--- src/rtl/sub_seq_pkg.sv ---
// rtl/sub_seq_pkg.sv - shared types and sizing helpers for the serial subtract sequencer
package sub_seq_pkg;

    typedef enum logic [1:0] {
        IDLE = 2'd0,
        RUN  = 2'd1,
        DONE = 2'd2
    } state_e;

    localparam int SLICE_W = 2;

    // Step counter width: ceil(log2(N)) with a floor of one bit.
    function automatic int cnt_width(input int width);
        int n;
        n = width / SLICE_W;
        return (n <= 2) ? 1 : $clog2(n);
    endfunction

endpackage

--- src/rtl/sub2_slice.sv ---
// rtl/sub2_slice.sv - combinational 2-bit borrow-ripple subtractor slice
module sub2_slice (
    input  logic [1:0] x,
    input  logic [1:0] y,
    input  logic       bin,
    output logic [1:0] d,
    output logic       bout
);

    logic b_mid;

    always_comb begin
        d[0]  = x[0] ^ y[0] ^ bin;
        b_mid = (~x[0] & y[0]) | (~x[0] & bin) | (y[0] & bin);
        d[1]  = x[1] ^ y[1] ^ b_mid;
        bout  = (~x[1] & y[1]) | (~x[1] & b_mid) | (y[1] & b_mid);
    end

endmodule

--- src/rtl/serial_subtract_sequencer.sv ---
// rtl/serial_subtract_sequencer.sv - two-bits-per-clock subtractor sequencer; optional SUB_SIGNED_OVF_EN adds ovf
module serial_subtract_sequencer
    import sub_seq_pkg::*;
#(
    parameter int WIDTH = 8
) (
    input  logic             clk,
    input  logic             rst_n,
    input  logic             start,
    input  logic [WIDTH-1:0] a,
    input  logic [WIDTH-1:0] b,
    input  logic             b_in,
    output logic             busy,
    output logic             done,
    output logic [WIDTH-1:0] diff,
    output logic             borrow_out
`ifdef SUB_SIGNED_OVF_EN
    ,
    output logic             ovf
`endif
);

    localparam int N     = WIDTH / SLICE_W;
    localparam int CNT_W = cnt_width(WIDTH);

    state_e             state_q, state_d;
    logic [WIDTH-1:0]   a_sh_q, a_sh_d;
    logic [WIDTH-1:0]   b_sh_q, b_sh_d;
    logic               borrow_q, borrow_d;
    logic [CNT_W-1:0]   cnt_q, cnt_d;
    logic [WIDTH-1:0]   part_q, part_d;
    logic [WIDTH-1:0]   diff_q, diff_d;
    logic               bout_q, bout_d;
`ifdef SUB_SIGNED_OVF_EN
    logic               a_msb_q, a_msb_d;
    logic               b_msb_q, b_msb_d;
    logic               ovf_q, ovf_d;
`endif

    logic [1:0]         s_d;
    logic               s_bout;
    logic [WIDTH-1:0]   part_shift;

    sub2_slice u_slice (
        .x    (a_sh_q[1:0]),
        .y    (b_sh_q[1:0]),
        .bin  (borrow_q),
        .d    (s_d),
        .bout (s_bout)
    );

    // New slice bits enter at the MSB so the LSB slice ends up at bit 0 after N steps.
    assign part_shift = WIDTH'({s_d, part_q} >> SLICE_W);

    always_comb begin
        state_d  = state_q;
        a_sh_d   = a_sh_q;
        b_sh_d   = b_sh_q;
        borrow_d = borrow_q;
        cnt_d    = cnt_q;
        part_d   = part_q;
        diff_d   = diff_q;
        bout_d   = bout_q;
`ifdef SUB_SIGNED_OVF_EN
        a_msb_d  = a_msb_q;
        b_msb_d  = b_msb_q;
        ovf_d    = ovf_q;
`endif
        case (state_q)
            IDLE: begin
                if (start) begin
                    state_d  = RUN;
                    a_sh_d   = a;
                    b_sh_d   = b;
                    borrow_d = b_in;
                    cnt_d    = '0;
                    part_d   = '0;
`ifdef SUB_SIGNED_OVF_EN
                    a_msb_d  = a[WIDTH-1];
                    b_msb_d  = b[WIDTH-1];
`endif
                end
            end
            RUN: begin
                a_sh_d   = a_sh_q >> SLICE_W;
                b_sh_d   = b_sh_q >> SLICE_W;
                borrow_d = s_bout;
                part_d   = part_shift;
                if (cnt_q == CNT_W'(N - 1)) begin
                    state_d = DONE;
                    diff_d  = part_shift;
                    bout_d  = s_bout;
`ifdef SUB_SIGNED_OVF_EN
                    ovf_d   = (a_msb_q != b_msb_q) && (part_shift[WIDTH-1] != a_msb_q);
`endif
                end else begin
                    cnt_d = cnt_q + CNT_W'(1);
                end
            end
            DONE: state_d = IDLE;
            default: state_d = IDLE;
        endcase
    end

    always_ff @(posedge clk) begin
        if (!rst_n) begin
            state_q  <= IDLE;
            a_sh_q   <= '0;
            b_sh_q   <= '0;
            borrow_q <= 1'b0;
            cnt_q    <= '0;
            part_q   <= '0;
            diff_q   <= '0;
            bout_q   <= 1'b0;
`ifdef SUB_SIGNED_OVF_EN
            a_msb_q  <= 1'b0;
            b_msb_q  <= 1'b0;
            ovf_q    <= 1'b0;
`endif
        end else begin
            state_q  <= state_d;
            a_sh_q   <= a_sh_d;
            b_sh_q   <= b_sh_d;
            borrow_q <= borrow_d;
            cnt_q    <= cnt_d;
            part_q   <= part_d;
            diff_q   <= diff_d;
            bout_q   <= bout_d;
`ifdef SUB_SIGNED_OVF_EN
            a_msb_q  <= a_msb_d;
            b_msb_q  <= b_msb_d;
            ovf_q    <= ovf_d;
`endif
        end
    end

    assign busy       = (state_q == RUN);
    assign done       = (state_q == DONE);
    assign diff       = diff_q;
    assign borrow_out = bout_q;
`ifdef SUB_SIGNED_OVF_EN
    assign ovf        = ovf_q;
`endif

endmodule

--- config.mk ---
export PLATFORM = sky130hd
export DESIGN_NAME = serial_subtract_sequencer
export DESIGN_NICKNAME = d
export VERILOG_FILES = /design/src/rtl/sub_seq_pkg.sv /design/src/rtl/sub2_slice.sv /design/src/rtl/serial_subtract_sequencer.sv
export SDC_FILE = /design/constraint.sdc
export NUM_CORES = 1
export LEC_CHECK = 0
export ABC_AREA = 1
export CAP_MARGIN = 20
export CORE_UTILIZATION = 48
export CTS_BUF_LIST = sky130_fd_sc_hd__clkbuf_8
export DETAILED_ROUTE_END_ITERATION = 6
export PLACE_DENSITY = 0.85
export SYNTH_ARGS = -nofsm -noshare
export SYNTH_HDL_FRONTEND = slang
export SYNTH_SLANG_ARGS = --single-unit
--- constraint.sdc ---
create_clock -name clk -period 1.5 [get_ports clk]
set_input_delay 0.3 -clock clk [delete_from_list [all_inputs] [get_ports clk]]
set_output_delay 0.3 -clock clk [all_outputs]
set_load 0.1 [all_outputs]
-- Word level (Yosys, flattened, before mapping)
Index checks and enable logic that the tools add are counted.
Widths: inputs -> output; s select.
- bits in registers: 38
- input port bits: 20
- output and inout bits: 11
- word-level logic and storage cells: 51
- add/subtract/negate cells: 1
- equal/unequal tests: 6
- multiplexer cells: 14
- bitwise operators: 16
- reduce and logical (&&, ||, !) cells: 6
- operators by type and width (kind ; number):
    $pmux 8 s2 ; 3
    $mux 8 ; 3
    $mux 2 ; 4
    $pmux 2 s2 ; 2
    $and 1x1->1 ; 6
    $reduce_and 2->1 ; 3
    $eq 2x2->1 const B ; 2
    $ne 2x2->1 const B ; 2
    $or 1x1->1 ; 4
    $xor 1x1->1 ; 4
    $reduce_and 3->1 ; 1
    $add 2x1->2 const B ; 1
    $eq 2x1->1 const B ; 1
    $logic_not 2->1 ; 1
    $ne 2x1->1 const B ; 1
    $not 1->1 ; 2
    $pmux 1 s2 ; 1
    $reduce_bool 2->1 ; 1
    $mux 1 ; 1

-- Longest topological paths before layout
Gate-level depths: netlist of the first run.
- word-level depth: 8
- gate-level depth with buffers: 7
- gate-level depth less buffers: 7

-- Cells and area by module
Synthesis of the first run repeated with hierarchy kept, for this count alone.
- cells, all modules: 213
- area total of the unflattened synthesis: 1550.2 µm²
- modules (own cells, without submodules) (module ; times used ; cells an instance ; area an instance (µm²) ; seq. area each (µm²)):
    serial_subtract_sequencer ; 1 ; 207 ; 1495.2 ; 720.7
    sub2_slice ; 1 ; 6 ; 55.1 ; 0.0

-- Least setup slack after synthesis of the first run
No wires, ideal clock.
- kind: register to output
- start: reg state_q[1]
- end: out done
- data arrival time: 1.955 ns
- data required time: 1.200 ns
- setup slack: -0.755 ns
- stages on the path, launching flop included: 4
- buffers on the path: 1
- cells stage by stage: dfxtp_1 > inv_2 > clkbuf_1 > nor2_1
- word-level cells in the longest chain between the ends: 1
- RTL lines (item ; line ; source):
    start: declaration ; serial_subtract_sequencer.sv:26 ; state_e state_q, state_d;
    start signal: assignment ; serial_subtract_sequencer.sv:121 ; state_q <= state_d;
    $eq 2x2->1 ; serial_subtract_sequencer.sv:138 ; assign done = (state_q == DONE);
    end: declaration ; serial_subtract_sequencer.sv:14 ; output logic done,
No other way between the ends.

-- Worst setup path in the final report of the first run
- start: reg state_q[0]
- end: out done
Same word-level chain as after synthesis.

==> reports/results.md, run 1 <==
### Status
- **status** finished clean

### Worst setup path
- **largest stage delay on the critical path** 360 ps
- **largest delay contributor family on the critical path** buffers and inverters
- **data required time of the critical path** 1200 ps
- **buffering stage count on the worst path with inverters included** 2
- **startpoint type of the worst setup path** flip-flop
- **WP data arrival** 1150 ps
- **critical path start-end classification** flip-flop to primary output
- **highest net fanout along the worst path** 11
- **CP Cell Sequence** buf_4 > nor2_4 > buf_12
- **kind of end point of the critical path** primary output
- **slowest cell on the critical path** dfxtp_2

### Global routing
- **maximum number of pins on one net before global-route repair** 21
- **aggregate global-route resource usage** 21.82%
- **via count of the first global-routing pass** 1411
- **antenna violations before repair** 0
- **overflow left after global routing** 0
- **first-pass GRT wire length** 5865 um

### Logic synthesis
- **flip-flop cell with the highest count after synthesis** dfxtp_1
- **portion of the post-synthesis area used by sequential elements** 43.28%
- **instance count of the mapped netlist** 231
- **Yosys reg bits** 36
- **top area cells in the synthesized netlist** dfxtp_1 (43%), nand3_1 (15%), nand2_1 (9.0%), inv_1 (7.0%), a21oi_1 (6.3%)
- **cell type with the largest total area after synthesis** dfxtp_1
- **number of warnings issued by yosys** 0
- **top post-synthesis cells by count** nand3_1 (51), nand2_1 (40), dfxtp_1 (36)
- **mean instance size in the synthesized netlist** 7.209 um2
- **Post-synth EDFFs** 0
- **post-synthesis cell type count** 18
- **async set or reset register ratio after synthesis** 0%
- **most instantiated library cell after synthesis** nand3_1
- **area share of the leading cell type in the synthesized netlist** 43.28%
- **cell area after synthesis** 1665 um2
- **Synth Net Count** 254

### Power
- **part of the power in the clock network** 38.0%
- **worst-case vdd ir drop** 815.6 uV
- **internal portion of total power** 1.657 mW
- **total power after layout** 2.246 mW
- **Combinational Power Share** 15.8%
- **Sequential Power Share** 46.1%
- **switching power** 0.5883 mW
- **leakage component of the power** 0.9906 nW
- **total power density per cell area** 992.7 nW/um2
- **net switching fraction of the power** 26.20%

### STA
- **RSZ-0062 raised after global routing** yes
- **post-route minimum period** 1450 ps
- **Setup TNS Final** 0 ps
- **Peak Freq** 689.7 MHz
- **worst max-slew margin expressed relative to the limit** 81.54%
- **count of final hold-check violations** 0
- **slew at the pin closest to its max-slew limit** 276.0 ps
- **Clock Skews** 4.985 ps
- **final clock period utilization by the worst path** 96.66%
- **Pins Over Slew Limit** 0
- **# setup viols final** 0

### Drt
- **number of remaining DRC errors** 0
- **average detailed-routed wire length per instance** 11.10 um
- **first-pass detailed-route iteration total** 4
- **total number of vias** 1578
- **total detailed-routing wirelength** 3496 um
- **DRT iter0 DRCs** 59
- **Routed Antenna Nets** 0
- **per-cell via count in the routed design** 5.010

### Floorplan
- **Chip Width** 60.90 um
- **die area** 3709 um2
- **placeable core area** 3337 um2
- **effective utilization at floorplan** 49.91%
- **I/O pin total** 31
- **Chip Height** 60.90 um
- **site row count** 21

### Clocking
- **Hold-fix buffers, CTS** 0
- **CTS Root Buffer Type** clkbuf_8
- **latest clock arrival within the worst-skew pair** 290 ps
- **cts bufs inserted** 5
- **sink count of the clock tree** 36
- **Clock H-tree levels** 2
- **buffer levels on the longest clock path** 2
- **CTS tree** yes
- **clock-pin slew on the worst setup and hold paths** 80 ps

### Flow run
- **max cap viols** 0

### Finish
- **number of nets in the layout** 291
- **n_diodes** 0
- **share of final-layout standard cells stronger than drive strength 1** 17.47%
- **area growth from synthesis to final layout** 35.84%
- **filler instances** 295

### Placed design
- **Final Wtd Congestion** 0.7946
- **count of input and output buffers** 30
- **placed wire-length estimate after detailed placement** 2496 um

### Min path
- **worst hold-check path type** flip-flop to flip-flop

## routing by layer
metal	track usage [%]	wire length [um]	part of all wire (%)	up-vias
met5	0	0	0	-
met4	8.766	55	1.6	0
met3	5.117	219	6.3	6
met2	37.99	1697	49	49
met1	25.89	1524	44	714
li1	-	-	-	809
## power groups by stage
stage / Combinational, mW / Sequential [mW] / Clock, mW
finish: 0.355 / 1.04 / 0.854
global route: 0.399 / 1.04 / 0.909
CTS: 0.358 / 1.04 / 0.867
detailed placement: 0.351 / 1.06 / 0
global placement: 0.341 / 1.05 / 0
floorplan: 0.232 / 1.06 / 0
## cell type report
cell class / instances / area, um2 / share of cell area, %
inverter: 35 / 131.4 / 5.808
sequential: 36 / 725.7 / 32.08
multi-input combinational: 149 / 743.2 / 32.85
tap: 46 / 57.56 / 2.544
clock buffer: 5 / 68.82 / 3.042
timing repair buffer: 41 / 493.0 / 21.79
clock inverter: 3 / 42.54 / 1.881
## registers in the layout, indices dropped and copies added (netlist names)
signal,cells
a_sh_q,8
state_q,2
part_q,6
cnt_q,2
borrow_out,1
b_sh_q,8
borrow_q,1
diff,8
## cell usage in the layout (no fill, tap or decap)
| cell type | n |
|---|---|
| inv_2 | 5 |
| nand3_1 | 51 |
| fa_1 | 1 |
| clkinvlp_4 | 1 |
| clkdlybuf4s50_1 | 19 |
| nor2_4 | 3 |
| dfxtp_1 | 32 |
| o21ai_0 | 6 |
| clkbuf_8 | 5 |
| nand2_2 | 1 |
| nand2_1 | 40 |
| nor2_1 | 21 |
| clkinv_2 | 1 |
| fa_2 | 1 |
| a21oi_1 | 21 |
| buf_4 | 11 |
| buf_12 | 11 |
| dfxtp_2 | 4 |
| or2_2 | 1 |
| bufinv_16 | 1 |
| inv_1 | 30 |
| nand2_4 | 2 |
| ha_1 | 1 |
## logic make-up after synthesis
kind of cell / Yosys count / synth area share [%]
fa+ha+maj: 3 / 3.155
simple gates: 119 / 32.76
buf+inv: 46 / 12.70
flops: 36 / 43.28
compound gates: 27 / 8.114
## through the flow
stage | setup slack (ps) | hold WS [ps] | util [%] | std cells | cell area, um2
2_1_floorplan | 6.286 | 438.5 | - | 231 | 1674
4_1_cts | 13.83 | 468.2 | 67.72 | 315 | 2260
5_1_grt | -13.73 | 491.1 | 67.79 | 315 | 2262
3_5_place_dp | -65.86 | 457.1 | 64.00 | 306 | 2136
6_report | 50.16 | 464.2 | 67.79 | 315 | 2262
3_3_place_gp | 1.579 | 450.3 | 64.00 | 306 | 2136
## worst reg2reg max path, cell delays in order, from the launching register on
cell	delay, ps
dfxtp_2	340
fa_2	380
inv_2	60
fa_1	420
nand2_1	80
a21oi_1	60
## path summary, 6_finish.rpt
path | end | slack (ps) | start | depth (start not counted)
setup / recovery | done | 50 | state_q[0] | 3
hold / removal | diff[3] | 460 | part_q[5] | 2
setup reg to reg | part_q[7] | 60 | borrow_q | 5
hold reg to reg | diff[3] | 460 | part_q[5] | 2
## what timing repair did
item / CTS / global route
setup endpoints to repair: 4 / 3
setup buffers: 1 / 0
pin swaps: 3 / 1
resized for setup: 4 / 2
Note: power is estimated with default switching activity, not from simulation.
==> run 2, diff against run 1 <==
Settings changed: CELL_PAD_IN_SITES_DETAIL_PLACEMENT set to 1, CELL_PAD_IN_SITES_GLOBAL_PLACEMENT set to 1, CORE_UTILIZATION 48 to 34, PLACE_DENSITY 0.85 to 0.84, SLEW_MARGIN set to 20.
==> reports/results.md, run 2 (synthesis results as in run 1) <==
### STA
- **RSZ-0062 raised after global routing** yes
- **slew at the pin closest to its max-slew limit** 299.1 ps
- **worst max-slew margin expressed relative to the limit** 80.04%
- **final clock period utilization by the worst path** 99.24%
- **Pins Over Slew Limit** 0
- **# setup viols final** 0
- **post-route minimum period** 1489 ps
- **Clock Skews** 5.207 ps
- **Peak Freq** 671.8 MHz
- **final hold slack** 468.6 ps
- **count of final hold-check violations** 0

### Global routing
- **overflow left after global routing** 0
- **via count of the first global-routing pass** 1695
- **first-pass GRT wire length** 7714 um
- **antenna violations before repair** 0
- **aggregate global-route resource usage** 19.59%
- **maximum number of pins on one net before global-route repair** 22

### Finish
- **final design area excluding fillers** 2301 um2
- **number of nets in the layout** 291
- **commonest cells after routing, fill and taps aside** nand3_1 (51), nand2_1 (40), dfxtp_1 (32)
- **most common cell after layout, fill and taps aside** nand3_1
- **Sequential Area** 725.7 um2
- **area growth from synthesis to final layout** 38.17%
- **n_diodes** 0
- **area of the multi-input gates** 743.2 um2
- **filler instances** 585
- **share of final-layout standard cells stronger than drive strength 1** 17.47%

### Power
- **worst-case vdd ir drop** 413.7 uV
- **total power density per cell area** 994.0 nW/um2
- **leakage component of the power** 0.9964 nW
- **total power after layout** 2.287 mW

### Drt
- **total number of vias** 1607
- **DRT iter0 DRCs** 68
- **Routed Antenna Nets** 0
- **first-pass detailed-route iteration total** 4
- **number of remaining DRC errors** 0
- **per-cell via count in the routed design** 4.783
- **average detailed-routed wire length per instance** 13.62 um
- **total detailed-routing wirelength** 4575 um

### Floorplan
- **placeable core area** 4723 um2
- **die area** 5182 um2
- **effective utilization at floorplan** 35.26%
- **I/O pin total** 31
- **Chip Height** 71.99 um
- **site row count** 25
- **Chip Width** 71.99 um

### Placed design
- **area after detailed placement** 2167 um2
- **count of input and output buffers** 30
- **placed wire-length estimate after detailed placement** 3125 um
- **Final Wtd Congestion** 0.7942

### Status
- **status** finished clean

### Min path
- **worst hold-check path type** flip-flop to flip-flop
- **min-delay src** part_q[7]

### Clocking
- **buffer levels on the longest clock path** 2
- **cts bufs inserted** 5
- **latest clock arrival within the worst-skew pair** 300 ps
- **CTS Root Buffer Type** clkbuf_8
- **sink count of the clock tree** 36
- **clock-pin slew on the worst setup and hold paths** 80 ps
- **Clock H-tree levels** 2
- **CTS tree** yes
- **Hold-fix buffers, CTS** 0

### Worst setup path
- **launching element of the worst setup path** borrow_q
- **beginning of the worst register-to-register path** borrow_q
- **highest net fanout along the worst path** 2
- **critical path start-end classification** flip-flop to flip-flop
- **WP data arrival** 1670 ps
- **data required time of the critical path** 1680 ps
- **kind of end point of the critical path** flip-flop
- **startpoint type of the worst setup path** flip-flop

### Flow run
- **max cap viols** 0

run 2: cell types whose count changed in the layout (fill, tap and decap cells not counted):
cell / delta
o21ai_0: -1
buf_12: +1
o21ai_1: +1
buf_4: -1
run 2: worst paths after layout:
check,endpoint,slack (ps),cells past startpoint
worst min register to register,diff[5],470,2
worst min-delay path,diff[5],470,2
worst max register to register,part_q[7],10,5
worst max-delay path,part_q[7],10,5
run 2: cell type report:
class	instances	area share (%)
tap	67	3.643
inverter	35	5.710
clock inverter	3	1.849
sequential	36	31.54
timing repair buffer	41	21.97
multi-input combinational	149	32.30
clock buffer	5	2.991
run 2: repair_timing:
action                                  in CTS  in global routing
setup buffers                                1                  1
endpoints found under the setup margin       5                  3
gates resized for setup                      6                  1
cloned                                       0                  0
pin swaps                                    2                  3
run 2: per-stage QoR:
stage | setup TNS [ps] | utilization, % | cells | setup WS [ps]
6_report | 0 | 48.72 | 336 | 11.39
5_1_grt | -48.79 | 48.72 | 336 | -41.86
4_1_cts | 0 | 48.53 | 335 | 7.478
3_5_place_dp | -211.5 | 45.88 | 326 | -63.99
3_3_place_gp | -0.4829 | 45.88 | 326 | -0.4829
2_1_floorplan | 0 | - | 231 | 6.286
run 2: metal layers:
metal / up-vias / wire length, um / global-route usage, %
li1: 803 / - / -
met1: 765 / 2034 / 21.68
met2: 30 / 2307 / 35.32
met3: 9 / 127 / 5.556
met4: 0 / 106 / 7.843
met5: - / 0 / 0
run 2: critical path, stage by stage (launching register included):
cell and delay, ps:
dfxtp_2 340, fa_2 380, inv_2 60, fa_1 420
nand2_1 110, a21oi_1 80
run 2: report_power, final:
group / switching (mW) / total, mW / internal [mW]
Sequential: 0.0332 / 1.04 / 1.00
Combinational: 0.216 / 0.384 / 0.168
Clock: 0.373 / 0.865 / 0.492
Total: 0.623 / 2.29 / 1.66
==> run 3, diff against run 2 <==
Settings changed: CTS_BUF_LIST sky130_fd_sc_hd__clkbuf_8 to sky130_fd_sc_hd__clkbuf_2, SETUP_SLACK_MARGIN set to 0.2.
==> reports/results.md, run 3 (synthesis results as in run 1) <==
### Status
- **status** finished clean

### Finish
- **most common cell after layout, fill and taps aside** nand3_1
- **number of nets in the layout** 297
- **share of final-layout standard cells stronger than drive strength 1** 24.73%
- **n_diodes** 0
- **area of the multi-input gates** 758.2 um2
- **Cell Count, Final, Fillers Out** 342
- **commonest cells after routing, fill and taps aside** nand3_1 (51), nand2_1 (38), inv_1 (29)
- **area growth from synthesis to final layout** 41.40%
- **Sequential Area** 743.2 um2
- **final design area excluding fillers** 2355 um2
- **core utilization of the finished layout** 49.85%
- **filler instances** 587

### STA
- **Clock Skews** 25.13 ps
- **count of final hold-check violations** 0
- **Peak Freq** 674.3 MHz
- **final critical-path setup slack** 17.06 ps
- **RSZ-0062 raised after global routing** yes
- **post-route minimum period** 1483 ps
- **Setup TNS Final** 0 ps
- **worst max-slew margin expressed relative to the limit** 82.03%
- **slew at the pin closest to its max-slew limit** 269.6 ps
- **Pins Over Slew Limit** 0
- **final hold slack** 437.2 ps
- **final clock period utilization by the worst path** 98.86%
- **# setup viols final** 0

### Global routing
- **first-pass GRT wire length** 7707 um
- **met1 demand-to-capacity share in global routing** 23.20%
- **antenna violations before repair** 0
- **busiest grt layer** met2
- **overflow left after global routing** 0
- **fraction of met2 tracks used by global routing** 34.17%
- **maximum number of pins on one net before global-route repair** 24
- **aggregate global-route resource usage** 19.40%
- **via count of the first global-routing pass** 1654
- **fraction of met3 tracks used by global routing** 5.000%

### Clocking
- **buffer levels on the longest clock path** 2
- **Clock H-tree levels** 2
- **latest clock arrival within the worst-skew pair** 410 ps
- **sink count of the clock tree** 36
- **cts bufs inserted** 5
- **CTS Root Buffer Type** clkbuf_2
- **clock-pin slew on the worst setup and hold paths** 180 ps
- **CTS tree** yes

### Placed design
- **Final Wtd Congestion** 0.8053
- **placed wire-length estimate after detailed placement** 3038 um
- **count of input and output buffers** 30
- **area after detailed placement** 2182 um2
- **worst slack at placement** -3.356 ps
- **cell total after placement** 325

### Flow run
- **max cap viols** 0

### Floorplan
- **placeable core area** 4723 um2
- **Chip Width** 71.99 um
- **effective utilization at floorplan** 35.26%
- **die area** 5182 um2
- **Chip Height** 71.99 um
- **site row count** 25
- **I/O pin total** 31

### Power
- **net switching fraction of the power** 29.06%
- **Combinational Power Share** 19.7%
- **switching power** 0.6033 mW
- **total power after layout** 2.076 mW
- **part of the power in the clock network** 30.3%
- **internal portion of total power** 1.473 mW
- **Sequential Power Share** 50.0%
- **leakage component of the power** 1.032 nW
- **total power density per cell area** 881.8 nW/um2
- **worst-case vdd ir drop** 438.4 uV

### Drt
- **per-cell via count in the routed design** 4.766
- **average detailed-routed wire length per instance** 13.04 um
- **Routed Antenna Nets** 0
- **total number of vias** 1630
- **number of remaining DRC errors** 0
- **first-pass detailed-route iteration total** 4
- **DRT iter0 DRCs** 65
- **total detailed-routing wirelength** 4459 um

### Worst setup path
- **highest net fanout along the worst path** 4
- **kind of end point of the critical path** primary output
- **critical path start-end classification** flip-flop to primary output
- **WP data arrival** 1180 ps
- **startpoint type of the worst setup path** flip-flop
- **data required time of the critical path** 1200 ps

### Min path
- **worst hold-check path type** primary input to flip-flop

-- run 3: final timing paths --
path	start	endpoint	slack, ps	cells after the start
worst min register to register	part_q[5]	diff[3]	450	2
worst min-delay path	b[6]	b_sh_q[6]	440	3
worst max-delay path	state_q[1]	done	20	3
worst max register to register	state_q[0]	a_sh_q[2]	40	7
-- run 3: timing repair --
| item | CTS | global route |
|---|---|---|
| hold buffers | 0 | 0 |
| pin swaps | 6 | 1 |
| buffers inserted | 5 | 4 |
| hold endpoints to repair | 0 | 0 |
| resized for setup | 15 | 6 |
| endpoints found under the setup margin | 26 | 44 |
-- run 3: worst max-delay path, stage by stage, from the launching register on --
cell and delay (ps):
dfxtp_4 430, inv_6 60, nor2_4 120, buf_12 180
-- run 3: power by group through the flow --
stage | logic, mW | registers [mW] | clock network (mW)
after global routing | 0.459 | 1.04 | 0.675
after floorplan | 0.236 | 1.06 | 0
after global placement | 0.353 | 1.06 | 0
after detailed placement | 0.367 | 1.07 | 0
after CTS | 0.402 | 1.04 | 0.644
final | 0.409 | 1.04 | 0.630
-- run 3: layer usage --
| metal | part of all wire (%) | routed length [um] | vias up |
|---|---|---|---|
| li1 | - | - | 820 |
| met1 | 46 | 2061 | 775 |
| met2 | 49 | 2204 | 29 |
| met3 | 3.1 | 136 | 6 |
| met4 | 1.3 | 57 | 0 |
| met5 | 0 | 0 | - |
-- run 3: final cells by class --
class	instances	area share, %
clock buffer	5	1.063
clock inverter	3	1.753
inverter	35	5.792
multi-input combinational	149	32.20
sequential	36	31.56
tap	67	3.560
timing repair buffer	47	24.07
